==> src/rtl/add_ctrl_pkg.sv <==
`default_nettype none
// ============================================================================
// Module   : add_ctrl_pkg
// Brief    : Shared types and default sizing for the chunked add controller.
// Revision : 1.0 - initial release
// ============================================================================
package add_ctrl_pkg;

    localparam int c_default_n = 8;
    localparam int c_default_k = 4;

    typedef enum logic [1:0] {
        IDLE = 2'd0,
        RUN  = 2'd1,
        DONE = 2'd2
    } state_t;

endpackage : add_ctrl_pkg
`default_nettype wire

==> src/rtl/chunked_add_ctrl_rca.sv <==
`default_nettype none
// ============================================================================
// Module   : rca
// Brief    : N-bit ripple-carry adder, the single arithmetic element shared by
//            every chunk of the controller.
// Revision : 1.0 - initial release
// ============================================================================
module rca #(
    parameter int N = 8
) (
    input  logic [N-1:0] a,
    input  logic [N-1:0] b,
    input  logic         cin,
    output logic [N-1:0] sum,
    output logic         cout
);

    logic [N:0] w_carry;

    assign w_carry[0] = cin;

    for (genvar i = 0; i < N; i++) begin : g_bit
        assign sum[i]       = a[i] ^ b[i] ^ w_carry[i];
        assign w_carry[i+1] = (a[i] & b[i]) | (w_carry[i] & (a[i] ^ b[i]));
    end

    assign cout = w_carry[N];

endmodule : rca
`default_nettype wire

==> src/rtl/chunked_add_ctrl.sv <==
`default_nettype none
// ============================================================================
// Module   : chunked_add_ctrl
// Brief    : Adds/subtracts W = N*K bit operands over K clocks through one
//            shared N-bit ripple-carry adder, LSB chunk first.
// Revision : 1.0 - initial release
// ============================================================================
module chunked_add_ctrl
    import add_ctrl_pkg::*;
#(
    parameter  int N = c_default_n,
    parameter  int K = c_default_k,
    localparam int W = N * K
) (
    input  logic         clk,
    input  logic         reset,
    input  logic         in_valid,
    output logic         in_ready,
    input  logic [W-1:0] a,
    input  logic [W-1:0] b,
    input  logic         cin,
    input  logic         sub,
    output logic         out_valid,
    input  logic         out_ready,
    output logic [W-1:0] sum,
    output logic         cout,
    output logic         overflow,
    output logic         busy
);

    localparam int IDX_W = (K > 1) ? $clog2(K) : 1;

    state_t           r_state;
    state_t           w_next_state;
    logic [IDX_W-1:0] r_idx;
    logic             r_carry;
    logic [W-1:0]     r_a;
    logic [W-1:0]     r_b;
    logic [W-1:0]     r_sum;
    logic             r_cout;
    logic             r_ovf;

    logic [N-1:0]     w_chunk_a;
    logic [N-1:0]     w_chunk_b;
    logic [N-1:0]     w_rca_sum;
    logic             w_rca_cout;
    logic             w_last;
    logic             w_accept;

    // Select the operand chunk addressed by the current index.
    always_comb begin
        w_chunk_a = '0;
        w_chunk_b = '0;
        for (int k = 0; k < K; k++) begin
            if (r_idx == IDX_W'(k)) begin
                w_chunk_a = r_a[k*N +: N];
                w_chunk_b = r_b[k*N +: N];
            end
        end
    end

    rca #(
        .N (N)
    ) u_rca (
        .a    (w_chunk_a),
        .b    (w_chunk_b),
        .cin  (r_carry),
        .sum  (w_rca_sum),
        .cout (w_rca_cout)
    );

    assign w_last   = (r_idx == IDX_W'(K - 1));
    assign w_accept = (r_state == IDLE) && in_valid;

    always_ff @(posedge clk or posedge reset) begin
        if (reset) begin
            r_state <= IDLE;
        end else begin
            r_state <= w_next_state;
        end
    end

    always_comb begin
        w_next_state = r_state;
        case (r_state)
            IDLE:    if (in_valid)  w_next_state = RUN;
            RUN:     if (w_last)    w_next_state = DONE;
            DONE:    if (out_ready) w_next_state = IDLE;
            default:                w_next_state = IDLE;
        endcase
    end

    // Subtraction is folded into the capture: B is inverted once and the
    // initial carry supplies the +1, so the run phase is identical for both.
    always_ff @(posedge clk or posedge reset) begin
        if (reset) begin
            r_idx   <= '0;
            r_carry <= 1'b0;
            r_a     <= '0;
            r_b     <= '0;
            r_sum   <= '0;
            r_cout  <= 1'b0;
            r_ovf   <= 1'b0;
        end else if (w_accept) begin
            r_a     <= a;
            r_b     <= sub ? ~b : b;
            r_carry <= sub ? 1'b1 : cin;
            r_idx   <= '0;
            r_cout  <= 1'b0;
            r_ovf   <= 1'b0;
        end else if (r_state == RUN) begin
            for (int k = 0; k < K; k++) begin
                if (r_idx == IDX_W'(k)) begin
                    r_sum[k*N +: N] <= w_rca_sum;
                end
            end
            r_carry <= w_rca_cout;
            if (w_last) begin
                r_idx  <= '0;
                r_cout <= w_rca_cout;
                r_ovf  <= (r_a[W-1] == r_b[W-1]) && (w_rca_sum[N-1] != r_a[W-1]);
            end else begin
                r_idx  <= r_idx + IDX_W'(1);
            end
        end
    end

    assign in_ready  = (r_state == IDLE);
    assign out_valid = (r_state == DONE);
    assign busy      = (r_state != IDLE);
    assign sum       = r_sum;
    assign cout      = r_cout;
    assign overflow  = r_ovf;

endmodule : chunked_add_ctrl
`default_nettype wire

==> config.mk <==
export PLATFORM = sky130hd
export DESIGN_NAME = chunked_add_ctrl
export DESIGN_NICKNAME = d
export VERILOG_FILES = /design/src/rtl/add_ctrl_pkg.sv /design/src/rtl/chunked_add_ctrl_rca.sv /design/src/rtl/chunked_add_ctrl.sv
export SDC_FILE = /design/constraint.sdc
export NUM_CORES = 1
export LEC_CHECK = 0
export ABC_CLOCK_PERIOD_IN_PS = 8940
export CORE_MARGIN = 3
export CORE_UTILIZATION = 35
export DETAILED_ROUTE_END_ITERATION = 10
export MAX_ROUTING_LAYER = met4
export RECOVER_POWER = 25
export SLEW_MARGIN = 20
export SYNTH_ARGS = -nofsm -noshare
export SYNTH_HDL_FRONTEND = slang
export SYNTH_SLANG_ARGS = --single-unit
==> constraint.sdc <==
create_clock -name clk -period 8.94 [get_ports clk]
set_input_delay 2.235 -clock clk [delete_from_list [all_inputs] [get_ports clk]]
set_output_delay 2.235 -clock clk [all_outputs]
set_load 0.1 [all_outputs]
Yosys cells after proc, flatten, opt, wreduce, memory -nomap -nowiden

Index checks and enable logic that the tools add are counted.

Word-level logic and storage cells: 102
Input port bits: 70
Register bits after elaboration: 103
Output and inout bits: 37

Multiplexer cells: 25
Bitwise operators: 42
Reductions and logical operators: 13
Add/subtract/negate cells: 1
Equality and inequality tests: 10

Operator list:

| kind                                                             | count |
|---|---|
| 8-bit two-way mux                                                | 8 |
| 32-bit two-way mux                                               | 1 |
| 32-bit inverter                                                  | 1 |
| 1-bit AND                                                        | 16 |
| 1-bit bitwise XOR                                                | 16 |
| 3-bit AND reduction                                              | 5 |
| 2-bit two-way mux                                                | 6 |
| 1-bit two-way mux                                                | 9 |
| 1-bit OR                                                         | 8 |
| 2-bit == test (second input constant)                            | 3 |
| 2-bit one-hot mux with 3 select lines                            | 1 |
| 2-bit nonzero test                                               | 3 |
| 2-bit by 1-bit == test with 1-bit output (second input constant) | 2 |
| 2-bit zero test                                                  | 2 |
| 2-bit != test (second input constant)                            | 2 |
| 2-bit by 1-bit adder with 2-bit output (second input constant)   | 1 |
| 1-bit logical AND                                                | 2 |
| 2-bit by 1-bit != test with 1-bit output (second input constant) | 1 |
| 2-bit AND reduction                                              | 1 |
| 1-bit == test                                                    | 1 |
| 1-bit != test                                                    | 1 |
| 1-bit inverter                                                   | 1 |

Depth between registers and ports, before layout

Gate-level depths: netlist of the first run.

Depth in word-level cells: 26
Gate-level depth with buffers: 19
Gate-level depth less buffers: 17

Cells and area by module

From an unflattened synthesis of the first run, not the netlist that was laid out.

Cell total of the unflattened synthesis: 430
Area total of the unflattened synthesis: 4908.5 µm²

Modules (own cells, without submodules):

| module           | cells each | area an instance (µm²) | times used | sequential area each (µm²) |
|---|---|---|---|---|
| chunked_add_ctrl | 412        | 4710.8                 | 1          | 2577.5 |
| rca              | 18         | 197.7                  | 1          | 0.0 |

Least setup slack after synthesis of the first run

No wires, ideal clock.

Path type: register -> register
Start point: reg r_idx[0]
End point: reg r_ovf, in the netlist overflow
Data required time: 8809 ps
Period minus slack after synthesis: 4709 ps
Library setup time: 131 ps
Arrival time: 4578 ps
Buffers on the path: 2
Cell stages (with the launch flop): 20
Setup slack: 4231 ps
Cell sequence: dfrtp_1 -> inv_1 -> ha_1 -> buf_2 -> nor2b_1 -> buf_2 -> a221o_1 -> a22oi_1 -> fa_1 -> fa_1 -> fa_1 -> fa_1 -> fa_1 -> fa_1 -> inv_1 -> fa_1 -> fa_1 -> nor3b_1 -> a21oi_1 -> o21ai_0

Cells in the longest elaborated chain, start to end: 26
Elaborated cells between the ends (all ways): 49
Classes of those cells: eq/ne (4); mux (11); bitwise (30); reduce/logical (4)

RTL lines:

| item                           | line                       | source |
|---|---|---|
| start, declared                | chunked_add_ctrl.sv:35     | `logic [IDX_W-1:0] r_idx;` |
| start signal, assigned         | chunked_add_ctrl.sv:123    | `r_idx <= r_idx + IDX_W'(1);` |
| 2-bit zero test                | chunked_add_ctrl.sv:55     | `if (r_idx == IDX_W'(k)) begin` |
| 8-bit two-way mux (4 in a row) | chunked_add_ctrl.sv:55     |  |
| 1-bit bitwise XOR              | chunked_add_ctrl_rca.sv:24 | `assign w_carry[i+1] = (a[i] & b[i]) \| (w_carry[i] & (a[i] ^ b[i]));` |
| 1-bit AND                      | chunked_add_ctrl_rca.sv:24 |  |
| 1-bit OR                       | chunked_add_ctrl_rca.sv:24 |  |
| 1-bit AND                      | chunked_add_ctrl_rca.sv:24 |  |
| 1-bit OR                       | chunked_add_ctrl_rca.sv:24 |  |
| 1-bit AND                      | chunked_add_ctrl_rca.sv:24 |  |
| [8 not listed]                 | n/a                        |  |
| 1-bit OR                       | chunked_add_ctrl_rca.sv:24 |  |
| 1-bit bitwise XOR *            | chunked_add_ctrl_rca.sv:23 | `assign sum[i] = a[i] ^ b[i] ^ w_carry[i];` |
| named net u_rca.sum[7]         | chunked_add_ctrl_rca.sv:14 | `output logic [N-1:0] sum,` |
| 1-bit != test *                | chunked_add_ctrl.sv:121    | `r_ovf <= (r_a[W-1] == r_b[W-1]) && (w_rca_sum[N-1] != r_a[W-1]);` |
| 1-bit logical AND *            | chunked_add_ctrl.sv:121    |  |
| 1-bit two-way mux *            | chunked_add_ctrl.sv:118    | `if (w_last) begin` |
| 1-bit two-way mux *            | chunked_add_ctrl.sv:111    | `end else if (r_state == RUN) begin` |
| 1-bit two-way mux *            | chunked_add_ctrl.sv:104    | `end else if (w_accept) begin` |
| end signal, assigned           | chunked_add_ctrl.sv:121    |  |
| end, declared                  | chunked_add_ctrl.sv:41     | `logic r_ovf;` |

The timed path passes the listed nets; every way through them passes the cells marked *. The select of a mux whose other input is x is not followed.
A chain may end at the register's enable or synchronous reset.

Worst setup path in the final report of the first run

Start point: reg r_idx[1]
End point: reg r_ovf, in the netlist overflow

The elaborated chain is that of the path after synthesis.

==> flow_summary.toml, run 1 <==
[outcome]
status = "finished, violations left"
violations = "max-capacitance violations, max-slew violations"

[floorplanning]
core_mm2 = 0.0134
die_w_um = 124
rows = 42
die_h_um = 124
ios = 107
die_area_mm2 = 0.0153
initial_core_util = 0.361

[global_route]
overflow = 0
track_usage = 0.159
grt_pass1_vias = 3498
grt_start_max_net_pins = 63
grt_pass1_wl_mm = 18.1
antenna_found_initial = 0

[yosys]
yosysMostFrequentCell = "dfrtp_1"
synth_area_mm2 = 0.00484
synth_cell_type_count = 31
synth-async-reset-ratio = 1.00
synthCells = 449
synth_top_area_cell = "dfrtp_1"
yosys_most_used_dff = "dfrtp_1"
yosys-top-cells-area = "dfrtp_1 (53%), mux2_2 (7.9%), a21oi_1 (5.2%), o21ai_0 (4.7%), xnor2_1 (4.3%)"
synth_seq_cells = 103
syn_nets = 531
synth.top_cell.area_share = 0.532
synth_edf_count = 0
yosys_warnings = 0
ys_seq_area_frac = 0.532
yosys-top-cells-count = "dfrtp_1 (103), a21oi_1 (50), nand2_1 (48), o21ai_0 (45), mux2_2 (34)"
syn_avg_cell_area_um2 = 10.8

[route]
num_vias = 3485
vias_per_cell = 4.85
initialDrtViolationCount = 311
wl_per_cell_um = 15.8
routed_wl_mm = 11.3
drc = 0
ant_nets = 0
drt-pass1-iter-count = 7

[run]
maxCapViolCount = 3

[clocking]
htreeDepth = 3
numCtsBuffers = 9
holdBufCountCts = 0
root_buffer = "clkbuf_16"
cts_tree = "built"
clk_path_buf_depth = 2
post_cts_buffers = 0
cts.sinks = 103
path_clk_slew_ps = 70
clk_latency_ps = 340
ctsResizeCount = 0

[worst_setup_path]
cp-start-kind = "register"
reg2reg_depth = 17
path_max_fanout = 26
required_ps = 9150
cp.arrival_ps = 5860
worst-setup-path-type = "register to register"
end_kind = "register"

[sta]
max_freq_mhz = 177
slew_headroom = -0.479
setup_tns_ps = 0
skew_ps = 8.14
finalHoldViolations = 0
slew_violations = 149
finalSetupViolCount = 0
rsz0062_at_grt = "false"
tightest_slew_ps = 2220
fin_crit_ps = 5650
timing.final.crit_share = 0.632

[hold_path]
hp-class = "register to register"
hold-path-cell-count = 2

[placed_design]
hpwl_mm = 8.51
gp_congestion = 0.812
portBuffers = 106

[finish]
nets = 621
diodes = 0
area_growth_pct = 29.1
drive_gt1_frac = 0.107
==> worst max-delay path: stages (launching register included) <==
cell,delay (ps)
dfrtp_1,400
inv_1,80
ha_1,470
nor2b_1,600
a221o_1,250
a22oi_1,80
fa_1,450
fa_1,400
fa_1,390
fa_1,430
fa_1,410
fa_1,380
inv_1,90
fa_1,180
fa_1,500
nor3b_1,190
a21oi_1,120
o21ai_0,90
==> final cells by class <==
class	instances	area (um2)
clock buffers	9	225
clock inverters	6	68.8
fillers	1285	7150
inverters	21	80.1
multi-input cells	293	1990
flip-flops and latches	103	2580
well taps	176	220
repair buffers	111	1090
==> cells in the final DEF, fill, tap and decap left out, drive strengths merged <==
cell / n
nand2: 48
nor2: 27
dlygate4sd3: 3
a221oi: 2
mux2: 34
clkbuf: 11
a21oi: 50
mux2i: 1
ha: 4
or4b: 1
a22oi: 12
buf: 4
a22o: 2
clkinv: 1
dfrtp: 103
bufinv: 1
nor3b: 2
clkinvlp: 2
a32o: 2
or2: 1
nand3b: 5
xor2: 8
o21ai: 48
xnor2: 24
o31ai: 3
clkdlybuf4s50: 102
nand2b: 1
a221o: 6
inv: 23
nor2b: 4
fa: 8
==> final timing paths <==
kind | from | to | slack [ps]
min in group asynchronous | reset | r_a[14] | 2780
setup / recovery | r_idx[1] | overflow | 3290
setup reg to reg | r_idx[1] | overflow | 3290
max in group asynchronous | reset | r_b[23] | 4700
hold / removal | sum[18] | sum[18] | 480
hold reg to reg | sum[18] | sum[18] | 480
==> flip-flops by register name (all words and copies together) (netlist names) <==
name,flops
r_b,32
sum,32
r_a,32
overflow,1
r_carry,1
r_idx,2
cout,1
r_state,2
==> through the flow <==
stage | util | worst slack (ps) | cell area [um2] | std cells | hold slack [ps]
floorplan | - | 4000 | 4840 | 449 | 481
global placement | 0.446 | 3650 | 5980 | 704 | 465
detailed placement | 0.446 | 3380 | 5980 | 704 | 469
CTS | 0.468 | 3350 | 6270 | 719 | 485
global route | 0.467 | 2970 | 6250 | 719 | 528
finish | 0.467 | 3290 | 6250 | 719 | 479
==> per-layer routing <==
layer  vias up  global-route usage  part of all wire
met5         -                   -                 0
met4         0              0.0581             0.020
met3        18              0.0263             0.057
met2       117               0.241              0.45
met1      1644               0.217              0.47
li1       1706                   -                 -
==> cell families (layout without fill, tap and decap cells) <==
family	count (synthesis)	count (layout)	share of synthesized area
mux	35	35	0.0811
buf+inv	53	147	0.0535
simple gates	89	89	0.0835
fa+ha+maj	12	12	0.0434
compound gates	125	125	0.148
flops	103	103	0.532
xor+xnor	32	32	0.0579
Power of run 1 is not shown: default switching activity piles up to over one toggle a cycle in this logic, so the estimate is an artifact.
==> run 2: changes to the inputs <==
--- a/config.mk
+++ b/config.mk
@@ -5,7 +5,7 @@
 export SDC_FILE = /design/constraint.sdc
 export NUM_CORES = 1
 export LEC_CHECK = 0
-export ABC_CLOCK_PERIOD_IN_PS = 8940
+export ABC_CLOCK_PERIOD_IN_PS = 5750
 export CORE_MARGIN = 3
 export CORE_UTILIZATION = 35
 export DETAILED_ROUTE_END_ITERATION = 10
==> constraint.sdc (replaced) <==
create_clock -name clk -period 5.75 [get_ports clk]
set_input_delay 1.4375 -clock clk [delete_from_list [all_inputs] [get_ports clk]]
set_output_delay 1.4375 -clock clk [all_outputs]
set_load 0.1 [all_outputs]
==> flow_summary.toml, run 2 (synthesis results as in run 1) <==
[worst_setup_path]
cp.arrival_ps = 5360
worstReg2RegEnd = "overflow"
required_ps = 5950
path_max_fanout = 10
end_kind = "register"
worst-setup-path-type = "register to register"
r2r_setup_slack_ps = 590
cp-start-kind = "register"
worstReg2RegStart = "r_idx[0]"
reg2reg_depth = 18

[route]
highest_layer = "met4"
met2WireLength_mm = 5.32
drc = 0
routed_wl_mm = 11.4
ant_nets = 0
drt-pass1-iter-count = 4
vias_per_cell = 4.86
routed-wl-met3_um = 683
wl_per_cell_um = 15.7
num_vias = 3512
initialDrtViolationCount = 283
met1_length_mm = 5.24

[clocking]
clk_path_buf_depth = 2
post_cts_buffers = 0
numCtsBuffers = 9
path_clk_slew_ps = 70
ctsResizeCount = 0
cts_tree = "built"
root_buffer = "clkbuf_16"
holdBufCountCts = 0
htreeDepth = 3
clk_latency_ps = 350
cts.sinks = 103

[run]
maxCapViolCount = 1

[hold_path]
min_from = "sum[18]"
hp-class = "register to register"
hold_end = "sum[18]"
hold-path-cell-count = 2

[finish]
nets = 623
drive_gt1_frac = 0.115
area_growth_pct = 30.1
diodes = 0
most-common-layout-cells = "dfrtp_1 (103), clkdlybuf4s50_1 (103), a21oi_1 (50)"
stdcell_area_mm2 = 0.00630

[global_route]
antenna_found_initial = 0
grt_pass1_vias = 3483
grt_start_max_net_pins = 79
track_usage = 0.163
overflow = 0
grt_pass1_wl_mm = 18.5

[placed_design]
placed_cell_area_mm2 = 0.00599
hpwl_mm = 8.56
portBuffers = 106
gp_congestion = 0.873

[sta]
setup_tns_ps = 0
tightest_slew_ps = 3300
fin_crit_ps = 5160
finalSetupViolCount = 0
rsz0062_at_grt = "false"
timing.final.crit_share = 0.897
slew_headroom = -1.21
slew_violations = 79
skew_ps = 9.92
finalHoldViolations = 0
max_freq_mhz = 194

[floorplanning]
die_w_um = 124
core_mm2 = 0.0134
initial_core_util = 0.361
die_area_mm2 = 0.0153
rows = 42
ios = 107
die_h_um = 124

[outcome]
violations = "max-capacitance violations, max-slew violations"
status = "finished, violations left"
[run 2: changes by cell type in the layout (fill, tap and decap cells not counted), sizes merged]
| cell | delta |
|---|---|
| buf | +4 |
| clkbuf | -2 |
| clkdlybuf4s50 | +1 |
| clkinv | +2 |
| clkinvlp | -1 |
| dlygate4sd3 | -1 |
[run 2: final cells by class]
cell class,count,area [um2]
timing repair buffer,113,1110
multi-input combinational,293,2000
clock buffer,9,225
sequential,103,2580
clock inverter,7,87.6
inverter,21,80.1
fill,1314,7100
tap,176,220
[run 2: worst max path at each step]
stage              from       end  slack, ps  depth (start not counted)
2_1_floorplan  r_idx[0]  overflow       1040                         19
3_3_place_gp   r_idx[0]  overflow        720                         18
3_5_place_dp   r_idx[0]  overflow        630                         18
4_1_cts        r_idx[0]  overflow        600                         18
5_1_grt        r_idx[0]  overflow        190                         18
6_report       r_idx[0]  overflow        590                         18
[run 2: metal layers]
layer,GRT usage,up-vias
met5,-,-
met4,0.0374,0
met2,0.252,112
met1,0.224,1675
met3,0.0300,12
li1,-,1713
[run 2: critical path, stage by stage (launching register included)]
cell	delay [ps]
dfrtp_1	430
inv_1	100
ha_1	380
nor2b_1	180
buf_4	160
a221o_1	150
a22oi_1	90
fa_1	440
fa_1	390
fa_1	400
fa_1	390
fa_1	410
fa_1	370
inv_1	80
fa_1	180
fa_1	490
nor3b_1	180
a21oi_1	100
o21ai_0	80
[run 2: metrics by stage]
step	instances	hold slack, ps	setup slack (ps)	utilization
floorplan	449	481	1040	-
global placement	706	464	719	0.447
detailed placement	706	470	633	0.447
CTS	722	486	599	0.471
global route	722	507	193	0.470
finish	722	481	595	0.470
Power of run 2 is left out for the same reason.
==> variant 1: new RTL, flow settings as in run 2 <==
Change the package constant `c_default_k` from 4 to 8.
--- a/src/rtl/add_ctrl_pkg.sv
+++ b/src/rtl/add_ctrl_pkg.sv
@@ -9,3 +9,3 @@
     localparam int c_default_n = 8;
-    localparam int c_default_k = 4;
+    localparam int c_default_k = 8;
 
Interface: changed (resized a, b and sum); port bits go from 107 to 203. No check against the original RTL was run, so the function may have changed too.
==> variant 1 against run 2 <==
- the run still ends with capacitance limit, slew limit left
- setup slack got worse by 360 ps
- non-clock buffer count increased by 122
- highest routed layer unchanged
- largest cell class unchanged
- core utilization decreased by 0.19 points
- routed wire length increased by 130%
- final cell count increased by 110%
- first-iteration DRC count increased by 110%
- fmax decreased by 6.5%
- synthesized area increased by 100%
- final area increased by 100%
- sequential cell count increased by 97
Power is not shown: default switching activity piles up to over one toggle a cycle in this logic, so the estimate is an artifact.
==> variant 1: results (changes against run 2) <==
[global_route]
grt_pass1_wl_microns=41800  ; was 18,500 microns
grt_pass1_vias=7309  ; was 3,483
grt_antenna_before_repair=0  ; unchanged
track_usage_pct=18.3  ; was 16.3%
grt_max_degree=146  ; was 79

[layout]
fin_nets=1267  ; was 623
drive_gt1_share_pct=15.2  ; was 11.5%

[worst_setup_path]
crit_family=adder cells  ; unchanged
setup.worst_path.start=r_idx[1]  ; was r_idx[0]
cp_slowest_cell=fa_2  ; was fa_1
r2r_end=sum[47]  ; was overflow
crit_fanout=7  ; was 10
cpPeakStageDelay_ps=480
reg2regPathDepth=17  ; was 18
rrSetupSlack_ps=230  ; was 590 ps
crit_arrival_ps=5830  ; was 5360 ps

[detailed_routing]
via_per_inst=4.84  ; was 4.86
drtIter0Drc=595  ; was 283
wirelength_microns=26400  ; was 11,400 microns
drtPass1Iterations=5  ; was 4

[placement]
dpl.hpwl_microns=19300  ; was 8560 microns
gp_congestion=0.888  ; was 0.873
io_buffers=202  ; was 106

[hold_path]
min_path_cells=2  ; unchanged
worstHoldEndpoint=sum[56]  ; was sum[18]
hold_start=sum[56]  ; was sum[18]
hold_class=flop to flop  ; unchanged

[clock_tree]
ctsHtreeMaxLevel=4  ; was 3
numCtsBuffers=17  ; was 9
clockBufferDepth=2  ; unchanged
holdBufCountCts=0  ; unchanged
clk_latency_ps=440  ; was 350 ps

[sta]
maxSlewViolCount=146  ; was 79
relSlewSlack_pct=-139  ; was -121%
skew_ps=12.2  ; was 9.92 ps

[logic_synthesis]
yosys_warnings=0  ; unchanged
syn_nets=1086  ; was 531
ys_seq_area_share_pct=51.4  ; was 53.2%
ys_top_cells_by_count=dfrtp_1 (200), nand2_1 (95), a21oi_1 (85)  ; was dfrtp_1 (103), a21oi_1 (50), nand2_1 (48)
yosys-top-cells-area=dfrtp_1 (51%), mux2_2 (8.8%), xnor2_1 (4.5%), a21oi_1 (4.4%), nand2_1 (3.7%)  ; was dfrtp_1 (53%), mux2_2 (7.9%), a21oi_1 (5.2%), o21ai_0 (4.7%), xnor2_1 (4.3%)
synth_cell_type_count=43  ; was 31

[outcome]
violations=capacitance limit, slew limit  ; unchanged
status=complete, but fails checks  ; unchanged

[run]
cap_violations=1  ; unchanged

==> variant 1: logic make-up after synthesis <==
group	count (synthesis)	share of synthesized area [%]
xor gates and xnor gates	64	5.76
DFF	200	51.4
muxes	76	8.79
adders and majority gates	14	2.42
buffers and inverters	106	5.27
and+or+nand+nor	239	11.1
AOI/OAI and AO/OA	239	15.2
==> variant 1: per-layer routing <==
layer / GRT usage (%) / share of wire (%) / vias up
li1: - / - / 3560
met1: 25.3 / 47 / 3503
met2: 28.5 / 48 / 191
met3: 3.23 / 4.0 / 18
met4: 3.72 / 1.0 / 0
met5: - / 0 / -
==> variant 1: worst min-delay path: cells and delay by family (launching register included) <==
kind	cells	cell delay [ps]
AO/OA/AOI/OAI	1	60
flip-flops	1	340
AND/OR/NAND/NOR	1	40
==> variant 1: worst max path at each step <==
stage	endpoint	slack, ps	cells after the start
2_1_floorplan	overflow	50	21
3_3_place_gp	overflow	120	18
3_5_place_dp	overflow	30	18
4_1_cts	overflow	10	18
5_1_grt	sum[63]	20	17
6_report	sum[47]	230	17
==> variant 1: timing repair <==
action | in CTS | in global routing
hold endpoints to repair | 0 | 0
setup buffers | 0 | 4
resized for setup | 0 | 8
setup endpoints to repair | 0 | 9
==> variant 1: cell type report <==
class / instances / area, sq um
tap: 372 / 465
timing repair buffer: 235 / 2290
inverter: 33 / 128
clock buffer: 18 / 439
multi-input combinational: 632 / 4240
clock inverter: 14 / 158
fill: 2611 / 14500
sequential: 200 / 5000
==> variant 1: through the flow <==
stage               cells  hold slack [ps]  util [%]  area (sq um)  setup WS (ps)
floorplan             938              471         -          9740           45.8
detailed placement   1468              469      44.5         12100           34.2
CTS                  1500              486      46.7         12700           11.4
finish               1504              479      46.8         12700            234
global placement     1468              460      44.5         12100            118
global route         1504              519      46.8         12700           22.8
==> variant 2: new RTL, flow settings as in run 2 <==
Without the edit above. Make the reset (`reset`) synchronous in 2 clocked blocks.
--- a/src/rtl/chunked_add_ctrl.sv
+++ b/src/rtl/chunked_add_ctrl.sv
@@ -74,3 +74,3 @@
 
-    always_ff @(posedge clk or posedge reset) begin
+    always_ff @(posedge clk) begin
         if (reset) begin
@@ -94,3 +94,3 @@
     // initial carry supplies the +1, so the run phase is identical for both.
-    always_ff @(posedge clk or posedge reset) begin
+    always_ff @(posedge clk) begin
         if (reset) begin
Check against the original RTL: differs if reset is asserted again (counterexample within 4 cycles, from zero or initial values and one cycle with reset high); with reset held inactive, the same outputs for 10 cycles.
==> variant 2 against run 2 <==
- the run still ends with capacitance limit, slew limit left
- setup slack worse by 28 ps
- count of clock-buffer cells in the layout up 3
- synthesized area down 3.9%
- clock skew down 1.8 ps
- via count up 9.0%
- non-clock buffer count up 3
- sequential cell count unchanged
- hold slack worse by 24 ps
- routed wire length up 1.0%
- final area down 4.1%
- critical endpoint is now overflow
==> variant 2: results (changes against run 2) <==
[logic_synthesis]
syn_nets=607  ; was 531
synth_mux_area_share_pct=2.36  ; was 8.11%
ys_seq_area_share_pct=44.3  ; was 53.2%
synth_cell_type_count=34  ; was 31
yosys-top-cells-area=dfxtp_1 (44%), a211oi_1 (8.1%), nand2_1 (5.6%), nor2_1 (5.4%), a21oi_1 (4.9%)  ; was dfrtp_1 (53%), mux2_2 (7.9%), a21oi_1 (5.2%), o21ai_0 (4.7%), xnor2_1 (4.3%)
synth_compound_area_share_pct=21.4  ; was 14.8%
synthArstFlopShare_pct=0  ; was 100%
ys_top_cells_by_count=dfxtp_1 (103), nand2_1 (70), nor2_1 (67)  ; was dfrtp_1 (103), a21oi_1 (50), nand2_1 (48)
synthXorXnorAreaFrac_pct=6.02  ; was 5.79%
synth-adder-area-share_pct=4.51  ; was 4.34%

[detailed_routing]
dr_wl_met3_microns=494  ; was 683 microns
drtIter0Drc=321  ; was 283
dr_wl_met2_microns=5560  ; was 5320 microns
wl_met1_microns=5280  ; was 5240 microns
via_per_inst=4.91  ; was 4.86
wirelength_microns=11500  ; was 11,400 microns
drtPass1Iterations=4  ; unchanged

[placement]
gp_congestion=0.781  ; was 0.873
dpl.hpwl_microns=8620  ; was 8560 microns
dpl_cell_area_sq_um=5750  ; was 5990 sq um

[worst_setup_path]
crit_end=overflow  ; unchanged
cpPeakStageDelay_ps=460  ; was 490 ps
crit_cells=20  ; was 18
crit_fanout=9  ; was 10
cp_slowest_cell=or3b_2  ; was fa_1

[floorplanning]
dieArea_sq_um=14700  ; was 15,300 sq um

[global_route]
grt_pass1_wl_microns=18900  ; was 18,500 microns
grtUsageMet2_pct=26.6  ; was 25.2%
track_usage_pct=16.5  ; was 16.3%
gr-usage-met1_pct=21.4  ; was 22.4%
grt_max_degree=104  ; was 79

[layout]
multi_input_area_share_pct=37.4  ; was 31.8%
drive_gt1_share_pct=5.93  ; was 11.5%
num-multi-input-gates=350  ; was 293
largest_class=multi-input combinational cells  ; was sequential cells
nClkBuffers=12  ; was 9
buffer_area_share_pct=18.6  ; was 17.6%
fin_nets=684  ; was 623
final-clk-cell-share_pct=4.99  ; was 4.96%
seqCellArea_sq_um=2060  ; was 2580 sq um
inv_count=22  ; was 21
nonClockBufferCount=116  ; was 113
nFillCells=1268  ; was 1,314

[run]
cap_violations=1  ; unchanged

[sta]
relSlewSlack_pct=-40.9  ; was -121%
maxSlewViolCount=104  ; was 79
skew_ps=8.12  ; was 9.92 ps
max_freq_mhz=193  ; was 194 MHz

[outcome]
status=complete, but fails checks  ; unchanged
violations=capacitance limit, slew limit  ; unchanged

[clock_tree]
cts_resized=0  ; unchanged
clk_pin_slew_worst_paths_ps=60

[hold_path]
hold_start=r_a[23]  ; was sum[18]
worstHoldEndpoint=r_a[23]  ; was sum[18]

==> variant 2: cell count changes in the layout (fill, tap and decap cells not counted), moves of 6 or more <==
cell,delta
mux2i_1,+10
dfxtp_1,+103
nor2_1,+40
a211oi_2,+7
nand2_1,+22
dfrtp_1,-103
a211oi_1,+50
mux2_2,-34
a221o_1,+6
o21ai_0,-45
==> variant 2: metrics by stage <==
step	utilization [%]	hold slack (ps)	power (mW)	cells
after floorplan	-	436	1.05	525
after global placement	44.8	448	1.16	763
after detailed placement	44.8	452	1.17	763
after CTS	47.2	461	1.77	779
after global routing	47.1	488	1.83	779
final	47.1	457	1.76	779
==> variant 2: power groups by stage <==
stage	registers, mW	logic [mW]	clock network, mW
final	0.786	0.367	0.604
after global routing	0.791	0.401	0.638
after CTS	0.786	0.370	0.618
after detailed placement	0.803	0.370	0
after global placement	0.802	0.361	0
after floorplan	0.856	0.192	0
